**src/rtl/uart_tx_arbiter.sv**
```systemverilog
// Round-robin, packet-locked arbiter sharing one TX UART byte FIFO between
// NUM_REQ byte-stream requesters, with a mid-packet stall timeout.
module uart_tx_arbiter #(
   parameter int unsigned          NUM_REQ  = 4,
   parameter int unsigned          TO_WIDTH = 16,
   parameter logic [TO_WIDTH-1:0]  TIMEOUT  = 16'd50000
) (
   input  logic                   clk,
   input  logic                   reset_n,
   input  logic [8*NUM_REQ-1:0]   req_data,
   input  logic [NUM_REQ-1:0]     req_valid,
   input  logic [NUM_REQ-1:0]     req_last,
   output logic [NUM_REQ-1:0]     req_ready,
   output logic [7:0]             o_uart_din,
   output logic                   o_uart_valid,
   input  logic                   i_uart_full,
   output logic [NUM_REQ-1:0]     o_grant,
   output logic                   o_busy,
   output logic                   o_timeout
);

   localparam int unsigned IDX_W = $clog2(NUM_REQ);

   typedef enum logic {
      IDLE = 1'b0,
      XFER = 1'b1
   } state_t;

   state_t              state;
   logic [IDX_W-1:0]    owner;
   logic [IDX_W-1:0]    last_owner;
   logic [IDX_W-1:0]    pick;
   logic [IDX_W-1:0]    cand;
   logic                pick_found;
   logic [TO_WIDTH-1:0] to_cnt;
   logic [TO_WIDTH-1:0] cnt_inc;
   logic                timeout_hit;
   logic                accept;

   // Search upward from the slot after the previous owner, wrapping at NUM_REQ.
   always_comb begin
      pick       = '0;
      cand       = '0;
      pick_found = 1'b0;
      for (int unsigned i = 1; i <= NUM_REQ; i++) begin
         cand = IDX_W'((32'(last_owner) + i) % NUM_REQ);
         if (!pick_found && req_valid[cand]) begin
            pick       = cand;
            pick_found = 1'b1;
         end
      end
   end

   always_comb begin
      req_ready    = '0;
      o_uart_valid = 1'b0;
      o_uart_din   = req_data[{owner, 3'b000} +: 8];
      if (state == XFER) begin
         req_ready[owner] = !i_uart_full;
         o_uart_valid     = req_valid[owner] && !i_uart_full;
      end
   end

   assign accept      = o_uart_valid;
   assign cnt_inc     = (&to_cnt) ? to_cnt : to_cnt + TO_WIDTH'(1);
   assign timeout_hit = (TIMEOUT != '0) && (cnt_inc == TIMEOUT);
   assign o_busy      = (state == XFER);

   always_ff @(posedge clk or negedge reset_n) begin
      if (!reset_n) begin
         state      <= IDLE;
         owner      <= '0;
         last_owner <= IDX_W'(NUM_REQ - 1);
         o_grant    <= '0;
         o_timeout  <= 1'b0;
         to_cnt     <= '0;
      end else begin
         o_timeout <= 1'b0;
         case (state)
            IDLE: begin
               if (pick_found) begin
                  state   <= XFER;
                  owner   <= pick;
                  o_grant <= NUM_REQ'(1) << pick;
                  to_cnt  <= '0;
               end
            end
            XFER: begin
               if (accept) begin
                  to_cnt <= '0;
                  if (req_last[owner]) begin
                     state      <= IDLE;
                     o_grant    <= '0;
                     last_owner <= owner;
                  end
               end else begin
                  // The pulse and the release land on the edge where the
                  // stall count reaches TIMEOUT, so the owner loses the bus.
                  to_cnt <= cnt_inc;
                  if (timeout_hit) begin
                     o_timeout  <= 1'b1;
                     state      <= IDLE;
                     o_grant    <= '0;
                     last_owner <= owner;
                  end
               end
            end
            default: state <= IDLE;
         endcase
      end
   end

endmodule

```
**config.mk**
```make
export PLATFORM = sky130hd
export DESIGN_NAME = uart_tx_arbiter
export DESIGN_NICKNAME = d
export VERILOG_FILES = /design/src/rtl/uart_tx_arbiter.sv
export SDC_FILE = /design/constraint.sdc
export NUM_CORES = 1
export LEC_CHECK = 0
export CAP_MARGIN = 20
export CORE_MARGIN = 2
export CORE_UTILIZATION = 52
export CTS_CLUSTER_SIZE = 14
export DETAILED_ROUTE_END_ITERATION = 6
export PLACE_DENSITY = 0.95
export RECOVER_POWER = 100
export SLEW_MARGIN = 20
export SYNTH_ARGS = -nofsm -noshare
export SYNTH_HDL_FRONTEND = slang
export SYNTH_SLANG_ARGS = --single-unit
```
**constraint.sdc**
```tcl
create_clock -name clk -period 6.9 [get_ports clk]
set_input_delay 1.38 -clock clk [delete_from_list [all_inputs] [get_ports clk]]
set_output_delay 1.38 -clock clk [all_outputs]
set_load 0.03 [all_outputs]
```
==> metrics, run 1 <==
Antenna Cells 0; post-synthesis area per instance 8.97 um2; Synth Flop Type dfrtp_1; vias in the first global route 2262; Rows 23; clock latency on the worst-skew pair 0.28 ns; sequential share of the synthesized area 29.6%; DP Area 0.00275 mm2; clk sinks 26; Syn Std Cell Area 0.00221 mm2; endpoints failing setup 0; Total Wirelength 6870 um; initial DRC count 384; GRT Total Usage 28.6%; crit path time final 5.18 ns; Synth top area share 27.2%; Post-Syn Nets 290; clock root buffer clkbuf_8; Routability Congestion 0.941; share of cells above drive strength 1 11.6%; CTS Buf Count 3; crit path launch type input pin; failing checks capacitance limit, slew limit; CP Class in2reg; multiplexer area fraction after synthesis 11.8%; Slew Limit Fails 22; crit share post-route 75.0%; top-count cell post-synth nand2_1; total number of vias 2427; largest net degree at the start of global routing 27; crit-path max FO 21; ys async rst share 100%; #FFs+latches synth 26; Hold Path Class reg2reg; internal reg-to-reg setup slack 2.55 ns; drt drc 0; Slew @ Worst Pin 2.51 ns; design area 0.00281 mm2; TritonCTS clock tree done; I/O Pins 62; Post-synth EDFFs 0; Crit path max-delay family compound AO/OA/AOI/OAI gates; global-route wire length before repair 11100 um; Synth area leaders dfrtp_1 27%, mux4_2 10%, nand2_1 4.8%; clock skew 0.00254 ns; Post-CTS Setup Bufs 0; worst path cell trace dlygate4sd3_1 -> mux4_2 -> a21boi_0 -> nand2_1 -> o31ai_1; Static Leak 1.06 nW; most common library cells after synthesis 28 x nand2_1, 24 x dfrtp_1, 18 x o21ai_0, 16 x a21oi_1, 14 x nor2_1; status finished with violations; Post-Syn Instances 246; Setup Total Neg Slack 0 ns; Max Root-Sink Buffers 2; Reg area 653 um2; antenna-violating nets left 0; arrival time worst endpoint 5.35 ns; number of max-cap violations 1; # fillers 308; Unique masters post-synth 59; I/O Buffers 61; xor and xnor area share after synthesis 0.794%; Buf/Inv on CP 1; Warnings, synthesis 0; DR vias/cell 7.10; die width 69.2 um; initial antenna violation count 0; RSZ-0062 raised after global routing no; Synth Area in Adders 0.567%; CP Data Required Time 7.08 ns; initial core utilization 54.8%; Crit-path slowest cell a21boi_0; Nets 337; post_cts resized 0; simple logic cell fraction of the synthesized area 27.6%; First-pass DRT Iterations 6; CP Capture Type register; most area-hungry cell type in the Yosys netlist dfrtp_1; Peak VDD IR 0.000206 V; Die H 69.2 um; Reg clk slew, reported paths 0.09 ns; worst relative slew slack -69.0%; largest family of logic cells by synthesized area simple AND/OR/NAND/NOR gates; die area 0.00478 mm2; grt ovf 0; Power per Cell Area 292 mW/mm2; multi-input logic area 0.00139 mm2; hpwl dp 4640 um; H-Tree Depth 1; Core Region 0.00403 mm2; final hold vios 0; top achievable clock speed 193 MHz; wire length per cell 20.1 um; CTS hold repair buffers 0; Layout area overhead 27.3%; slowest cell delay on critical path 1.90 ns; Synth Area in Compound Gates 22.6%
metal layers:
layer  global-route usage (%)  part of all wire, %  wire length (um)
met5                        0                    0                 0
met4                     12.9                  4.7               324
met3                     3.22                  9.3               636
met2                     48.8                   50              3460
met1                     36.5                   36              2460
flip-flops by register name, indices dropped and copies added (netlist names):
name,flops
to_cnt,16
o_timeout,1
last_owner,2
o_busy,1
owner,2
o_grant,4
kinds of logic (layout without fill, tap and decap cells):
family	count (synthesis)	count (layout)
AND/OR/NAND/NOR	106	106
AO/OA/AOI/OAI	74	74
flip-flops	26	26
buffers and inverters	24	70
multiplexers	13	13
XOR/XNOR	2	2
adder cells (fa/ha/maj)	1	1
worst reg2reg max path: cells and delay by family (launching register included):
| family | cells | cell delay (ns) |
|---|---|---|
| compound gates | 2 | 2.31 |
| flops | 1 | 0.78 |
| mux | 1 | 0.64 |
| simple gates | 1 | 0.51 |
cells in the final DEF, fill, tap and decap left out, types with 7 or more instances in the layout:
cell	count
a21oi_1	16
clkdlybuf4s50_1	40
mux4_2	10
dfrtp_1	24
nor3_1	7
o21ai_0	18
dlygate4sd3_1	21
nand4_1	9
o31ai_1	8
nor2_1	14
nand2_1	28
nand3_1	11
a31oi_1	8
power breakdown:
group          total, mW  switching, mW  internal, mW
clock              0.130         0.0526        0.0778
sequential         0.260         0.0801         0.180
combinational      0.430          0.233         0.197
total              0.821          0.366         0.455
per-stage QoR:
step           instances  setup WS, ns  util (%)  hold slack [ns]  power [mW]
5_1_grt              342          1.58      69.8            0.602       0.862
3_5_place_dp         338          2.34      68.2            0.532       0.701
4_1_cts              342          2.33      69.9            0.563       0.835
2_1_floorplan        246          3.16         -            0.512       0.554
3_3_place_gp         338          2.39      68.2            0.507       0.684
6_report             342          1.72      69.8            0.550       0.821
worst paths after layout:
path | from | end | depth (start not counted)
worst max-delay path | req_valid[1] | to_cnt[9] | 5
worst min-delay path | o_grant[1] | o_grant[1] | 2
worst max register to register | owner[1] | to_cnt[9] | 4
worst min register to register | o_grant[1] | o_grant[1] | 2
max in group asynchronous | reset_n | to_cnt[0] | 2
min in group asynchronous | reset_n | to_cnt[7] | 2
final cells by class:
cell class | count | share of cell area, %
clock buffer | 3 | 1.47
timing repair buffer | 62 | 21.9
clock inverter | 1 | 1.07
sequential | 26 | 23.2
inverter | 4 | 0.534
multi-input combinational | 196 | 49.6
tap | 50 | 2.23
No activity file was read; power rests on OpenSTA's default activity.
==> inputs of run 2 (changes only) <==
--- a/config.mk
+++ b/config.mk
@@ -7,10 +7,10 @@
 export LEC_CHECK = 0
 export CAP_MARGIN = 20
 export CORE_MARGIN = 2
-export CORE_UTILIZATION = 52
+export CORE_UTILIZATION = 44
 export CTS_CLUSTER_SIZE = 14
 export DETAILED_ROUTE_END_ITERATION = 6
-export PLACE_DENSITY = 0.95
+export PLACE_DENSITY = 0.87
 export RECOVER_POWER = 100
 export SLEW_MARGIN = 20
 export SYNTH_ARGS = -nofsm -noshare
==> constraint.sdc (replaced) <==
create_clock -name clk -period 4.5 [get_ports clk]
set_input_delay 0.9 -clock clk [delete_from_list [all_inputs] [get_ports clk]]
set_output_delay 0.9 -clock clk [all_outputs]
set_load 0.03 [all_outputs]
==> metrics, run 2 (synthesized netlist as in run 1, its figures left out) <==
clk sinks 26 (unchanged); Int Pwr 697 uW (was 455 uW); commonest non-fill, non-tap cell in the layout clkdlybuf4s50_1 (unchanged); Sw Pwr 537 uW (was 366 uW); I/O Buffers 61 (unchanged); First-pass DRT Iterations 6 (unchanged); Nets 338 (was 337); worst relative slew slack 6.51% (was -69.0%); Routability Congestion 0.880 (was 0.941); crit-path max FO 6 (was 21); share of cells above drive strength 1 11.6% (about the same); I/O Pins 62 (unchanged); Peak VDD IR 0.000295 V (was 0.000206 V); Slew @ Worst Pin 1.40 ns (was 2.51 ns); final hold slack 0.550 ns (about the same); arrival time worst endpoint 2.90 ns (was 5.35 ns); CTS hold repair buffers 0 (unchanged); RSZ-0062 raised after global routing no (unchanged); global-route wire length before repair 10100 um (was 11100 um); Reg clk slew, reported paths 0.09 ns (about the same); Rows 25 (was 23); grt ovf 0 (unchanged); Setup Total Neg Slack 0 ns (unchanged); initial core utilization 46.1% (was 54.8%); Power per Cell Area 435 mW/mm2 (was 292 mW/mm2); clock skew 0.00950 ns (was 0.00254 ns); wire length per cell 17.2 um (was 20.1 um); Max Root-Sink Buffers 2 (unchanged); CP Capture Type output port (was register); DR vias/cell 6.25 (was 7.10); GRT Total Usage 23.3% (was 28.6%); H-Tree Depth 1 (unchanged); initial antenna violation count 0 (unchanged); endpoints failing setup 0 (unchanged); CP Data Required Time 3.60 ns (was 7.08 ns); Core Region 0.00479 mm2 (was 0.00403 mm2); final hold vios 0 (unchanged); vias in the first global route 2075 (was 2262); worst setup slack after placement 0.910 ns (was 2.34 ns); CP Class in2out (was in2reg); TritonCTS clock tree done (unchanged); antenna-violating nets left 0 (unchanged); clock root buffer clkbuf_8 (unchanged); Hold Path Class reg2reg (unchanged); largest net degree at the start of global routing 27 (unchanged); Seq pwr share 31.9% (was 31.7%); die area 0.00560 mm2 (was 0.00478 mm2); Die H 74.8 um (was 69.2 um); Static Leak 1.06 nW (about the same); R2R cell count 7 (was 4); hold depth 2 (unchanged); commonest non-fill, non-tap cells in the layout 40 x clkdlybuf4s50_1, 28 x nand2_1, 24 x dfrtp_1 (unchanged); crit path launch type input pin (unchanged); Post-CTS Setup Bufs 0 (unchanged); total number of vias 2251 (was 2427); max reg flops 16 (unchanged); clock latency on the worst-skew pair 0.28 ns (about the same); status finished clean (was finished with violations); post_cts resized 0 (unchanged); final worst slack 0.697 ns (was 1.72 ns); combinational share of power 52.3% (was 52.5%); Total Wirelength 6180 um (was 6870 um); largest register by flop count to_cnt (unchanged); hpwl dp 4640 um (about the same); Slew Limit Fails 0 (was 22); clock power share 15.8% (was 15.9%); sw frac 43.5% (was 44.6%); Antenna Cells 0 (unchanged); top achievable clock speed 263 MHz; initial DRC count 243 (was 384); number of max-cap violations 0 (was 1); drt drc 0 (unchanged); crit share post-route 84.5%; die width 74.8 um (was 69.2 um); CTS Buf Count 3 (unchanged); Layout area overhead 28.5% (was 27.3%); crit path time final 3.80 ns; largest registers to_cnt (16), o_grant (4) (unchanged)
==> run 2: cell count changes in the layout (fill, tap and decap cells not counted) <==
cell      change
clkbuf_1      +1
==> run 2: area by class of cell <==
type / instances / area (um2)
fill: 399 / 1950
timing repair buffer: 63 / 618
clock buffer: 3 / 41.3
inverter: 4 / 15.0
multi-input combinational: 196 / 1390
clock inverter: 1 / 30.0
tap: 67 / 83.8
sequential: 26 / 653
==> run 2: worst max-delay path: stages <==
cell	delay, ns
dlygate4sd3_1	0.61
mux4_2	0.55
nand2_1	0.11
inv_1	0.05
dlygate4sd3_1	0.68
==> run 2: final timing paths <==
| check | slack (ns) | end | start |
|---|---|---|---|
| max | 0.70 | o_uart_valid | req_valid[3] |
| min | 0.55 | o_grant[0] | o_grant[0] |
| max reg2reg | 1.44 | last_owner[0] | owner[1] |
| min reg2reg | 0.55 | o_grant[0] | o_grant[0] |
| max in group asynchronous | 2.21 | to_cnt[9] | reset_n |
| min in group asynchronous | 1.47 | to_cnt[15] | reset_n |
==> run 2: layer usage <==
metal | vias up | wire length (um) | track usage, %
met3 | 18 | 405 | 3.35
met2 | 113 | 3020 | 34.8
li1 | 1056 | - | -
met4 | 0 | 168 | 9.13
met1 | 1064 | 2580 | 34.0
met5 | - | 0 | 0
==> run 2: power by group through the flow <==
stage / Clock (mW) / Sequential, mW / Combinational, mW
2_1_floorplan: 0 / 0.350 / 0.501
3_3_place_gp: 0 / 0.398 / 0.664
3_5_place_dp: 0 / 0.398 / 0.678
4_1_cts: 0.199 / 0.393 / 0.683
5_1_grt: 0.207 / 0.410 / 0.693
6_report: 0.194 / 0.393 / 0.645
==> run 2: per-stage QoR <==
stage,std cells,area (um2),utilization (%),total power [mW]
after CTS,360,2850,59.5,1.27
after global routing,360,2840,59.2,1.31
after detailed placement,356,2780,58.0,1.08
after floorplan,246,2210,-,0.850
after global placement,356,2780,58.0,1.06
final,360,2840,59.2,1.23
==> inputs of run 3 (changes only) <==
==> constraint.sdc (replaced) <==
create_clock -name clk -period 3.35 [get_ports clk]
set_input_delay 0.67 -clock clk [delete_from_list [all_inputs] [get_ports clk]]
set_output_delay 0.67 -clock clk [all_outputs]
set_load 0.03 [all_outputs]
==> metrics, run 3 (synthesized netlist as in run 1, its figures left out) <==
clock skew 0.00117 ns (was 0.00950 ns); crit path launch type input pin (unchanged); endpoints failing setup 0 (unchanged); RR Endpoint to_cnt[9] (was last_owner[0]); crit share post-route 94.5%; commonest non-fill, non-tap cells in the layout 42 x clkdlybuf4s50_1, 28 x nand2_1, 24 x dfrtp_1 (was 40 x clkdlybuf4s50_1, 28 x nand2_1, 24 x dfrtp_1); largest registers to_cnt (16), o_grant (4) (unchanged); Int Pwr 895 uW (was 697 uW); R2R cell count 5 (was 7); Power per Cell Area 574 mW/mm2 (was 435 mW/mm2); I/O Buffers 61 (unchanged); Seq pwr share 30.8% (was 31.9%); TritonCTS clock tree done (unchanged); number of max-cap violations 0 (unchanged); Antenna Cells 0 (unchanged); die width 74.8 um (unchanged); commonest non-fill, non-tap cell in the layout clkdlybuf4s50_1 (unchanged); final worst slack 0.184 ns (was 0.697 ns); die area 0.00560 mm2 (unchanged); CP Capture Type output port (unchanged); share of cells above drive strength 1 12.1% (was 11.6%); arrival time worst endpoint 2.50 ns (was 2.90 ns); Die H 74.8 um (unchanged); internal reg-to-reg setup slack 0.47 ns (was 1.44 ns); final hold vios 0 (unchanged); total number of vias 2319 (was 2251); Hold Path Class reg2reg (unchanged); RSZ-0062 raised after global routing no (unchanged); grt ovf 0 (unchanged); DR vias/cell 6.37 (was 6.25); Total Wirelength 6290 um (was 6180 um); initial core utilization 46.1% (unchanged); worst setup slack after placement 0.197 ns (was 0.910 ns); hold path startpoint o_grant[3] (was o_grant[0]); max reg flops 16 (unchanged); sw frac 44.9% (was 43.5%); global-route wire length before repair 10200 um (was 10100 um); Layout area overhead 28.2% (was 28.5%); CP Class in2out (unchanged); initial antenna violation count 0 (unchanged); clk sinks 26 (unchanged); clock power share 12.7% (was 15.8%); clock root buffer clkbuf_8 (unchanged); hpwl dp 4710 um (was 4640 um); Static Leak 1.04 nW (was 1.06 nW); vias in the first global route 2124 (was 2075); status finished clean (unchanged); initial DRC count 186 (was 243); drt drc 0 (unchanged); crit-path max FO 6 (unchanged); largest register by flop count to_cnt (unchanged); # fillers 408 (was 399); wire length per cell 17.3 um (was 17.2 um); largest net degree at the start of global routing 27 (unchanged); Peak VDD IR 0.000377 V (was 0.000295 V); post_cts resized 0 (unchanged); Slew @ Worst Pin 1.35 ns (was 1.40 ns); CP Data Required Time 2.68 ns (was 3.60 ns); Slew Limit Fails 0 (unchanged); H-Tree Depth 1 (unchanged); crit path time final 3.17 ns; Rows 25 (unchanged); antenna-violating nets left 0 (unchanged); clock latency on the worst-skew pair 0.27 ns (was 0.28 ns); Post-CTS Setup Bufs 0 (unchanged); launch point of the worst reg-to-reg path owner[0] (was owner[1]); Reg clk slew, reported paths 0.09 ns (about the same); Max Root-Sink Buffers 2 (unchanged); GRT Total Usage 23.4% (was 23.3%); CTS hold repair buffers 0 (unchanged); First-pass DRT Iterations 7 (was 6); CTS Buf Count 3 (unchanged); Routability Congestion 0.837 (was 0.880); combinational share of power 56.5% (was 52.3%); I/O Pins 62 (unchanged); Core Region 0.00479 mm2 (unchanged); hold depth 2 (unchanged); Nets 342 (was 338); worst relative slew slack 9.88% (was 6.51%); final core utilization 59.1% (was 59.2%); top achievable clock speed 316 MHz; Setup Total Neg Slack 0 ns (unchanged); Hold Path End o_grant[3] (was o_grant[0]); Sw Pwr 729 uW (was 537 uW)
==> run 3: power groups by stage <==
stage | combinational, mW | sequential [mW] | clock, mW
2_1_floorplan | 0.672 | 0.470 | 0
3_3_place_gp | 0.938 | 0.503 | 0
3_5_place_dp | 0.958 | 0.507 | 0
4_1_cts | 0.964 | 0.501 | 0.207
5_1_grt | 0.985 | 0.519 | 0.221
6_report | 0.918 | 0.500 | 0.206
==> run 3: metrics by stage <==
step                hold WS [ns]  std cells  cell area, um2  power [mW]
CTS                        0.553        364            2860        1.67
floorplan                  0.374        246            2210        1.14
detailed placement         0.528        360            2810        1.46
global placement           0.515        360            2810        1.44
global route               0.572        364            2830        1.72
finish                     0.540        364            2830        1.62
==> run 3: cell type report <==
type                       instances  area (um2)  share of cell area (%)
multi-input combinational        196        1380                    48.7
sequential                        26         653                    23.1
clock buffer                       4        55.1                    1.95
timing repair buffer              67         644                    22.8
inverter                           4        15.0                   0.531
tap                               67        83.8                    2.96
==> run 3: layer usage <==
| layer | share of wire [%] | track usage (%) |
|---|---|---|
| met1 | 42 | 34.0 |
| met2 | 49 | 36.5 |
| met3 | 6.5 | 3.88 |
| met4 | 2.6 | 6.35 |
| met5 | 0 | 0 |
==> run 3: worst max-delay path by stage <==
| stage | from | end | slack, ns |
|---|---|---|---|
| after CTS | req_valid[3] | o_uart_valid | 0.19 |
| after global routing | owner[0] | o_uart_valid | 0.1 |
| after global placement | req_valid[3] | o_uart_valid | 0.25 |
| after floorplan | o_busy | req_ready[0] | 0.88 |
| after detailed placement | req_valid[3] | o_uart_valid | 0.20 |
| final | req_valid[3] | o_uart_valid | 0.18 |
==> run 3: critical path: stages <==
cell and delay, ns:
clkdlybuf4s50_1 0.49, mux4_2 0.57, nand2_1 0.12, inv_1 0.06, clkdlybuf4s50_1 0.59
